**config.mk**
```make
export PLATFORM = sky130hd
export DESIGN_NAME = alu_seq_unit
export DESIGN_NICKNAME = d
export VERILOG_FILES = /design/src/rtl/alu_pkg.sv /design/src/rtl/iter_muldiv.sv /design/src/rtl/alu_seq_unit.sv
export SDC_FILE = /design/constraint.sdc
export NUM_CORES = 1
export LEC_CHECK = 0
export ABC_AREA = 1
export ABC_CLOCK_PERIOD_IN_PS = 3800
export CAP_MARGIN = 20
export CORE_MARGIN = 2
export CORE_UTILIZATION = 50
export CTS_BUF_LIST = sky130_fd_sc_hd__clkbuf_16
export CTS_CLUSTER_SIZE = 8
export DETAILED_ROUTE_END_ITERATION = 7
export HOLD_SLACK_MARGIN = 0.06
export MAX_ROUTING_LAYER = met4
export PLACE_DENSITY_LB_ADDON = 0.3
export SLEW_MARGIN = 20
export SYNTH_ARGS = -nofsm -noshare
export SYNTH_HDL_FRONTEND = slang
export SYNTH_SLANG_ARGS = --single-unit
```
**constraint.sdc**
```tcl
create_clock -name clk -period 3.8 [get_ports clk]
set_clock_uncertainty 0.2 [all_clocks]
set_input_delay 1.14 -clock clk [delete_from_list [all_inputs] [get_ports clk]]
set_output_delay 1.14 -clock clk [all_outputs]
set_load 0.05 [all_outputs]
```
**src/rtl/alu_pkg.sv**
```systemverilog
// Shared types and constants for the sequential ALU slice.
package alu_pkg;

  typedef enum logic [2:0] {
    OP_ADD = 3'b000,
    OP_SUB = 3'b001,
    OP_AND = 3'b010,
    OP_OR  = 3'b011,
    OP_XOR = 3'b100,
    OP_MUL = 3'b101,
    OP_DIV = 3'b110,
    OP_CMP = 3'b111
  } op_e;

  typedef enum logic [1:0] {
    ST_IDLE = 2'd0,
    ST_BUSY = 2'd1,
    ST_DONE = 2'd2
  } state_e;

  // Bit positions of the compare outcome inside the result word.
  localparam int CMP_LT = 0;
  localparam int CMP_EQ = 1;
  localparam int CMP_GT = 2;

  // Operations that run through the multi-cycle datapath.
  function automatic logic is_iterative(op_e op);
    return (op == OP_MUL) || (op == OP_DIV);
  endfunction

endpackage

```
**src/rtl/iter_muldiv.sv**
```systemverilog
// Iterative shift-add multiplier / restoring divider, one bit per cycle.
// hi/lo share registers: mul keeps {partial product, multiplier},
// div keeps {remainder, dividend/quotient}.
module iter_muldiv #(
  parameter int WIDTH = 8
) (
  input  logic             clk,
  input  logic             reset_n,
  input  logic             start,
  input  logic             is_div,
  input  logic [WIDTH-1:0] a,
  input  logic [WIDTH-1:0] b,
  output logic             done,
  output logic [WIDTH-1:0] lo,
  output logic [WIDTH-1:0] hi
);

  localparam int CW = $clog2(WIDTH + 1);

  logic [CW-1:0]    cnt;
  logic             div_r;
  logic [WIDTH-1:0] opnd_r;
  logic [WIDTH-1:0] hi_r;
  logic [WIDTH-1:0] lo_r;
  logic [WIDTH-1:0] step_hi;
  logic [WIDTH-1:0] step_lo;
  logic [WIDTH:0]   sum;
  logic [WIDTH:0]   trial;

  // Next value of the hi/lo pair after one iteration.
  // NOTE: every variable gets a default first so no path leaves it unassigned (no latch).
  always_comb begin
    step_hi = hi_r;
    step_lo = lo_r;
    sum     = '0;
    trial   = '0;
    if (div_r) begin
      trial = {hi_r, lo_r[WIDTH-1]};
      if (trial >= {1'b0, opnd_r}) begin
        trial   = trial - {1'b0, opnd_r};
        step_lo = {lo_r[WIDTH-2:0], 1'b1};
      end else begin
        step_lo = {lo_r[WIDTH-2:0], 1'b0};
      end
      step_hi = trial[WIDTH-1:0];
    end else begin
      sum     = {1'b0, hi_r} + (lo_r[0] ? {1'b0, opnd_r} : '0);
      step_hi = sum[WIDTH:1];
      step_lo = {sum[0], lo_r[WIDTH-1:1]};
    end
  end

  // Load operands on start, then step once per cycle until the counter drains.
  // NOTE: state registers use non-blocking assignment so all flops update together.
  always_ff @(posedge clk or negedge reset_n) begin
    if (!reset_n) begin
      cnt    <= '0;
      div_r  <= 1'b0;
      opnd_r <= '0;
      hi_r   <= '0;
      lo_r   <= '0;
    end else if (start) begin
      cnt    <= CW'(WIDTH);
      div_r  <= is_div;
      opnd_r <= is_div ? b : a;
      hi_r   <= '0;
      lo_r   <= is_div ? a : b;
    end else if (cnt != '0) begin
      cnt  <= cnt - 1'b1;
      hi_r <= step_hi;
      lo_r <= step_lo;
    end
  end

  // The final step is in progress: its outcome is visible on hi/lo now.
  assign done = (cnt == CW'(1));
  assign lo   = step_lo;
  assign hi   = step_hi;

endmodule

```
**src/rtl/alu_seq_unit.sv**
```systemverilog
// Handshaked ALU: single-cycle logic/arith ops, iterative mul/div,
// results held until consumed, optional circular result store.
module alu_seq_unit
  import alu_pkg::*;
#(
  parameter int WIDTH = 8,
  parameter int DEPTH = 8
) (
  input  logic                     clk,
  input  logic                     reset_n,
  input  logic                     in_valid,
  output logic                     in_ready,
  input  logic [2:0]               opcode,
  input  logic [WIDTH-1:0]         a,
  input  logic [WIDTH-1:0]         b,
  input  logic                     save,
  output logic                     out_valid,
  input  logic                     out_ready,
  output logic [WIDTH-1:0]         result,
  output logic [WIDTH-1:0]         result_hi,
  output logic                     carry_out,
  output logic                     zero,
  output logic                     div_zero,
  input  logic [$clog2(DEPTH)-1:0] rd_addr,
  output logic [WIDTH-1:0]         rd_data,
  output logic [$clog2(DEPTH):0]   mem_count
);

  localparam int AW = $clog2(DEPTH);

  state_e           state;
  op_e              op_in;
  op_e              op_r;
  logic [WIDTH-1:0] b_r;
  logic             save_r;
  logic [WIDTH:0]   sum_w;
  logic [WIDTH:0]   diff_w;
  logic [WIDTH-1:0] s_result;
  logic             s_carry;
  logic             md_start;
  logic             md_done;
  logic [WIDTH-1:0] md_lo;
  logic [WIDTH-1:0] md_hi;
  logic [WIDTH-1:0] mem [DEPTH];
  logic [AW-1:0]    wr_ptr;
  logic             wr_en;

  assign op_in     = op_e'(opcode);
  assign in_ready  = (state == ST_IDLE);
  assign out_valid = (state == ST_DONE);
  assign md_start  = in_ready && in_valid && is_iterative(op_in);

  iter_muldiv #(.WIDTH(WIDTH)) u_muldiv (
    .clk     (clk),
    .reset_n (reset_n),
    .start   (md_start),
    .is_div  (op_in == OP_DIV),
    .a       (a),
    .b       (b),
    .done    (md_done),
    .lo      (md_lo),
    .hi      (md_hi)
  );

  // Single-cycle results straight from the request operands.
  always_comb begin
    sum_w    = {1'b0, a} + {1'b0, b};
    diff_w   = {1'b0, a} - {1'b0, b};
    s_result = '0;
    s_carry  = 1'b0;
    case (op_in)
      OP_ADD: begin s_result = sum_w[WIDTH-1:0];  s_carry = sum_w[WIDTH];  end
      OP_SUB: begin s_result = diff_w[WIDTH-1:0]; s_carry = diff_w[WIDTH]; end
      OP_AND: s_result = a & b;
      OP_OR:  s_result = a | b;
      OP_XOR: s_result = a ^ b;
      OP_CMP: begin
        s_result[CMP_LT] = (a < b);
        s_result[CMP_EQ] = (a == b);
        s_result[CMP_GT] = (a > b);
        s_carry          = (a < b);
      end
      default: ;
    endcase
  end

  // Control FSM with registered result and flags.
  always_ff @(posedge clk or negedge reset_n) begin
    if (!reset_n) begin
      state     <= ST_IDLE;
      op_r      <= OP_ADD;
      b_r       <= '0;
      save_r    <= 1'b0;
      result    <= '0;
      result_hi <= '0;
      carry_out <= 1'b0;
      zero      <= 1'b0;
      div_zero  <= 1'b0;
    end else begin
      case (state)
        ST_IDLE: begin
          if (in_valid) begin
            op_r   <= op_in;
            b_r    <= b;
            save_r <= save;
            if (is_iterative(op_in)) begin
              state <= ST_BUSY;
            end else begin
              result    <= s_result;
              result_hi <= '0;
              carry_out <= s_carry;
              zero      <= (s_result == '0);
              div_zero  <= 1'b0;
              state     <= ST_DONE;
            end
          end
        end
        ST_BUSY: begin
          if (md_done) begin
            result    <= md_lo;
            result_hi <= md_hi;
            carry_out <= (op_r == OP_MUL) && (md_hi != '0);
            zero      <= (md_lo == '0);
            div_zero  <= (op_r == OP_DIV) && (b_r == '0);
            state     <= ST_DONE;
          end
        end
        ST_DONE: begin
          if (out_ready) state <= ST_IDLE;
        end
        default: state <= ST_IDLE;
      endcase
    end
  end

  assign wr_en = (state == ST_DONE) && out_ready && save_r;

  // Circular result store, written on the consuming handshake.
  // NOTE: the store is cleared on reset, so it is built from flops rather than a RAM macro.
  always_ff @(posedge clk or negedge reset_n) begin
    if (!reset_n) begin
      for (int i = 0; i < DEPTH; i++) mem[i] <= '0;
      wr_ptr    <= '0;
      mem_count <= '0;
    end else if (wr_en) begin
      mem[wr_ptr] <= result;
      wr_ptr      <= wr_ptr + 1'b1;
      if (mem_count != (AW+1)'(DEPTH)) mem_count <= mem_count + 1'b1;
    end
  end

  assign rd_data = mem[rd_addr];

endmodule

```
== Yosys cells after proc, flatten, opt, wreduce, memory -nomap -nowiden ==
Index checks and enable logic that the tools add are counted.

* $lt $le $gt $ge: 6
* Bitwise operators: 5
* Reductions and logical operators: 21
* Add/sub/neg operators: 7
* Mux-type cells: 47
* Equal/unequal tests: 18

{| class="wikitable"
|+ Operators by type and width
! cell !! count
|-
| 8-bit 2-to-1 mux || 19
|-
| 64-bit bitwise mux || 1
|-
| 8-bit case mux with 2 select lines || 2
|-
| 5-bit case mux with 5 select lines || 1
|-
| 8-bit binary-select mux with 3-bit select || 1
|-
| 8-bit demux with 3-bit select || 1
|-
| 8-bit zero test || 3
|-
| 8-bit by 8-bit adder with 9-bit output || 2
|-
| 3-bit == test, second input constant || 6
|-
| 3-bit case mux with 6 select lines || 1
|-
| 1-bit 2-to-1 mux || 10
|-
| 9-bit by 8-bit >= comparator with 1-bit output || 1
|-
| 8-bit by 8-bit subtractor with 9-bit output || 1
|-
| 8-bit AND || 1
|-
| 8-bit == test || 1
|-
| 4-bit >= comparator, second input constant || 2
|-
| 8-bit greater-than comparator || 1
|-
| 8-bit < comparator || 1
|-
| 2-bit 2-to-1 mux || 4
|-
| 4-bit 2-to-1 mux || 2
|-
| 3-bit NOT with 4-bit output || 2
|-
| 8-bit OR || 1
|-
| 8-bit nonzero test || 1
|-
| 8-bit subtractor || 1
|-
| 25 further kinds || 38
|}

* Register bits after elaboration: 133
* Word-level logic and storage cells: 128
* Output and inout bits: 33

== Depth between registers and ports, before layout ==
* Word-level depth: 7
* Gate-level depth with buffers: 18
* Mapped depth without buffers: 18

== Modules after synthesis ==
Synthesis repeated with hierarchy kept, for this count alone.

* Cell total of the unflattened synthesis: 1153
* Area, all modules: 8564.5 µm²

{| class="wikitable"
|+ Modules (own cells, without submodules)
! module !! instances !! sequential area each (µm²) !! cells each !! area each (µm²)
|-
| alu_seq_unit || 1 || 2602.5 || 766 || 5973.2
|-
| iter_muldiv || 1 || 725.7 || 387 || 2591.2
|}

== Least setup slack after synthesis ==
Ideal clock, no wire load.

* Kind: input-to-output
* Start: in rd_addr[1]
* End: out rd_data[5]
* Stages: 6
* Data arrival time: 2.606 ns
* Required time: 2.460 ns
* Slack: -0.146 ns
* Cells stage by stage: inv_1 clkbuf_1 o21ai_0 o22ai_1 nor2_1 a31oi_1

* Cells in the longest elaborated chain, start to end: 4

{| class="wikitable"
|+ Ends and longest elaborated chain
! what !! line !! text
|-
| start: declaration || alu_seq_unit.sv:24 || <nowiki>input logic [$clog2(DEPTH)-1:0] rd_addr,</nowiki>
|-
| 3-bit NOT with 4-bit output (not written as such) || alu_seq_unit.sv:152 || <nowiki>assign rd_data = mem[rd_addr];</nowiki>
|-
| 8-bit binary-select mux with 3-bit select || alu_seq_unit.sv:152 ||
|-
| 8-bit 2-to-1 mux (not written as such) (2 in a row) || alu_seq_unit.sv:152 ||
|-
| end: declaration || alu_seq_unit.sv:25 || <nowiki>output logic [WIDTH-1:0] rd_data,</nowiki>
|}

Every way passes these cells. The select of a mux whose other input is x is not followed.

== Final worst setup path ==
* Start: in rd_addr[2]
* End: out rd_data[3]

The elaborated chain is that of the path after synthesis.

==> load_flow_metrics.sql <==
INSERT INTO impl_metrics (metric_group, metric, value, unit) VALUES
('outcome', 'run_status', 'finished clean', ''),
('clock_network', 'ctsHoldBuffers', '0', ''),
('synth', 'fraction_of_registers_with_async_set_or_reset_after_synthesis', '100', '%'),
('clock_network', 'path_clk_slew', '0.05', 'ns'),
('job', 'maxCapViolations', '0', ''),
('worst_setup_path', 'cp.required', '2.46', 'ns'),
('finish', 'area_delta_synth_final', '22.1', '%'),
('synth', 'post-synth-top-area-fraction', '41.1', '%'),
('finish', 'fillCellCount', '1399', ''),
('synth', 'synth.ff_latch_count', '133', ''),
('routing', 'mean_routed_wirelength_per_cell', '15.8', 'um'),
('sta', 'finalWorstSetupSlack', '0.0381', 'ns'),
('worst_setup_path', 'crit_family', 'buffers and inverters', ''),
('die', 'height_of_the_chip', '131', 'um'),
('finish', 'register_area', '3330', 'um2'),
('synth', 'synth-warning-count', '0', ''),
('sta', 'fmax', '266', 'MHz'),
('synth', 'synth.most_common_cell', 'sky130_fd_sc_hd__nand2_1', ''),
('sta', 'timing.final.hold_violations', '0', ''),
('finish', 'multi_input_comb_area', '4140', 'um2'),
('routing', 'detail_route.wirelength', '22.0', 'mm'),
('worst_setup_path', 'timing.critical_path.to_type', 'primary output', ''),
('die', 'dieWidth', '131', 'um'),
('synth', 'synthesis.nets', '1145', ''),
('sta', 'fin_crit_sh', '99.0', '%'),
('finish', 'final_net_count', '1245', ''),
('clock_network', 'cts_buffers', '17', ''),
('clock_network', 'cts.htree.levels', '4', ''),
('sta', 'timing.final.max_slew_violations', '0', ''),
('clock_network', 'cts_sinks', '133', ''),
('sta', 'timing.max_slew.rel_slack', '44.7', '%'),
('placed_design', 'dpl_worst_slack', '-0.242', 'ns'),
('worst_setup_path', 'critical_path_peak_fanout', '5', ''),
('sta', 'worst_pin_slew', '0.829', 'ns'),
('synth', 'syn-instance-count', '1068', ''),
('clock_network', 'clock_tree.root_cell', 'sky130_fd_sc_hd__clkbuf_16', ''),
('placed_design', 'place_hpwl', '16.4', 'mm'),
('routing', 'antenna_violating_nets_post_route', '0', ''),
('routing', 'drtPass1Iterations', '5', ''),
('synth', 'synth_sequential_area_ratio', '41.1', '%'),
('worst_setup_path', 'critical_path.cell_chain', 'clkdlybuf4s50_1 -> clkinvlp_4 -> buf_4 -> a31oi_1 -> bufbuf_16', ''),
('die', 'dieArea', '17200', 'um2'),
('placed_design', 'portBuffers', '59', ''),
('global_routing', 'grt_overflow', '0', ''),
('synth', 'synth-edff-count', '0', ''),
('finish', 'final_layout_size_suffix_gt1_share', '10.3', '%'),
('synth', 'syn_area', '8100', 'um2'),
('synth', 'ys_top_cells_by_area', 'sky130_fd_sc_hd__dfrtp_1 41%, sky130_fd_sc_hd__nand2_1 11%, sky130_fd_sc_hd__o21ai_0 9.8%', ''),
('routing', 'viasPerCell', '5.52', ''),
('die', 'initial_cell_density_of_the_core', '51.1', '%'),
('global_routing', 'grt_pass1_wl', '36.7', 'mm'),
('die', 'design.portCount', '60', ''),
('global_routing', 'grt_start_max_net_pins', '55', ''),
('synth', 'post-synth-top-area-cell', 'sky130_fd_sc_hd__dfrtp_1', ''),
('finish', 'antennaDiodeCount', '0', ''),
('worst_setup_path', 'critical-path-max-stage-delay', '0.50', 'ns'),
('worst_setup_path', 'crit_buf_inv', '4', ''),
('clock_network', 'clock_path_buffers', '2', ''),
('global_routing', 'grt_antenna_before_repair', '0', ''),
('power_and_ir_drop', 'max-vdd-ir-drop', '0.390', 'mV'),
('placed_design', 'routabilityCongestion', '0.976', ''),
('die', 'core_region_area', '15800', 'um2'),
('die', 'placementRows', '46', ''),
('synth', 'synth.cells.most_frequent', '237 x sky130_fd_sc_hd__nand2_1, 158 x sky130_fd_sc_hd__o21ai_0, 133 x sky130_fd_sc_hd__dfrtp_1', ''),
('synth', 'dominantRegCellSynth', 'sky130_fd_sc_hd__dfrtp_1', ''),
('sta', 'finalHoldWorstSlack', '0.280', 'ns'),
('sta', 'report.final.setup_viol', '0', ''),
('synth', 'synthesis.area_per_instance', '7.58', 'um2'),
('hold_path', 'worst_hold_path_type', 'flop to flop', ''),
('power_and_ir_drop', 'power_leakage', '4.83', 'nW'),
('global_routing', 'grt_util_all_layers', '27.2', '%');
## flip-flops by register name (all words and copies together), names as in the netlist
name,count
u_muldiv.div_r,1
state,2
carry_out,1
mem,64
u_muldiv.lo_r,8
b_r,8
zero,1
op_r,3
save_r,1
div_zero,1
u_muldiv.opnd_r,8
result_hi,8
mem_count,4
u_muldiv.cnt,4
u_muldiv.hi_r,8
wr_ptr,3
result,8
## placed cells by master, fill, tap and decap left out, drive strengths merged
cell type / synthesis / routed
o21ai: 159 / 159
buf: 12 / 68
a31oi: 10 / 10
clkdlybuf4s50: 0 / 48
o21bai: 2 / 2
a221oi: 5 / 5
mux2: 1 / 1
fa: 4 / 4
o22ai: 26 / 26
or2: 4 / 4
nor2: 116 / 116
bufbuf: 0 / 1
clkinvlp: 0 / 2
clkinv: 0 / 7
o21a: 2 / 2
a211oi: 1 / 1
dfrtp: 133 / 133
o221ai: 1 / 1
a21boi: 2 / 2
o31ai: 2 / 2
mux2i: 1 / 1
nand3b: 5 / 5
a21oi: 44 / 44
ha: 46 / 46
clkbuf: 26 / 19
o211ai: 9 / 9
xor2: 8 / 8
nand4: 18 / 18
nand2: 240 / 240
inv: 125 / 129
a22oi: 1 / 1
nor3: 7 / 7
xnor2: 4 / 4
nor4: 3 / 3
nand3: 51 / 51
## kinds of logic after synthesis
family | synth area share (%)
and+or+nand+nor | 23.4
AOI/OAI and AO/OA | 17.8
buffers and inverters | 7.96
DFF | 41.1
adders and majority gates | 8.10
xor gates and xnor gates | 1.30
muxes | 0.263
## metal layers
layer | share of wire [%] | vias to the layer above | global-route usage [%]
li1 | - | 3762 | -
met1 | 45 | 3610 | 34.9
met2 | 47 | 273 | 42.4
met3 | 5.5 | 51 | 5.05
met4 | 3.4 | 0 | 12.3
met5 | 0 | - | -
## repair_timing
| action | CTS | global route |
|---|---|---|
| endpoints found under the setup margin | 8 | 8 |
| pin swaps | 2 | 3 |
| gates resized for setup | 9 | 9 |
| setup buffers | 3 | 1 |
## worst register-to-register path, stage by stage (launching register included)
cell	delay (ns)
sky130_fd_sc_hd__dfrtp_1	0.53
sky130_fd_sc_hd__nand2_1	0.09
sky130_fd_sc_hd__inv_1	0.07
sky130_fd_sc_hd__ha_1	0.17
sky130_fd_sc_hd__inv_1	0.07
sky130_fd_sc_hd__fa_1	0.38
sky130_fd_sc_hd__inv_1	0.10
sky130_fd_sc_hd__nand3_1	0.09
sky130_fd_sc_hd__nand2_1	0.10
sky130_fd_sc_hd__nand2_1	0.05
sky130_fd_sc_hd__a21oi_1	0.16
sky130_fd_sc_hd__a21oi_1	0.07
sky130_fd_sc_hd__nand2_1	0.15
sky130_fd_sc_hd__nand3_1	0.09
sky130_fd_sc_hd__nor2_1	0.09
sky130_fd_sc_hd__nand2_1	0.14
sky130_fd_sc_hd__nand2_1	0.09
sky130_fd_sc_hd__a21oi_1	0.06
## cell type report
class,instances,area share [%]
timing repair buffer,119,12.0
inverter,125,4.81
sequential,133,33.7
multi-input combinational,772,41.9
tap,216,2.73
clock inverter,13,0.570
clock buffer,17,4.30
## final timing paths
check / start / end / slack [ns] / cells after the start
max reg2reg: u_muldiv.lo_r[0] / carry_out / 0.99 / 17
min reg2reg: mem[19] / mem[19] / 0.28 / 2
max: rd_addr[2] / rd_data[3] / 0.04 / 5
max in group asynchronous: reset_n / b_r[4] / 2.14 / 2
min: mem[19] / mem[19] / 0.28 / 2
min in group asynchronous: reset_n / mem_count[0] / 0.46 / 1
## per-stage QoR
step	setup TNS (ns)	cell area (um2)	std cells
floorplan	-0.746	8100	1068
detailed placement	-1.65	9340	1361
CTS	0	9870	1394
finish	0	9880	1395
global placement	-1.42	9340	1361
global route	-0.00589	9880	1395
## power by group
part	internal [mW]	leakage [nW]	switching, mW	total [mW]
clock	0.797	0.254	0.572	1.37
sequential	2.02	1.72	0.454	2.47
combinational	1.43	2.86	2.55	3.98
Note: power is estimated with default switching activity, not from simulation.
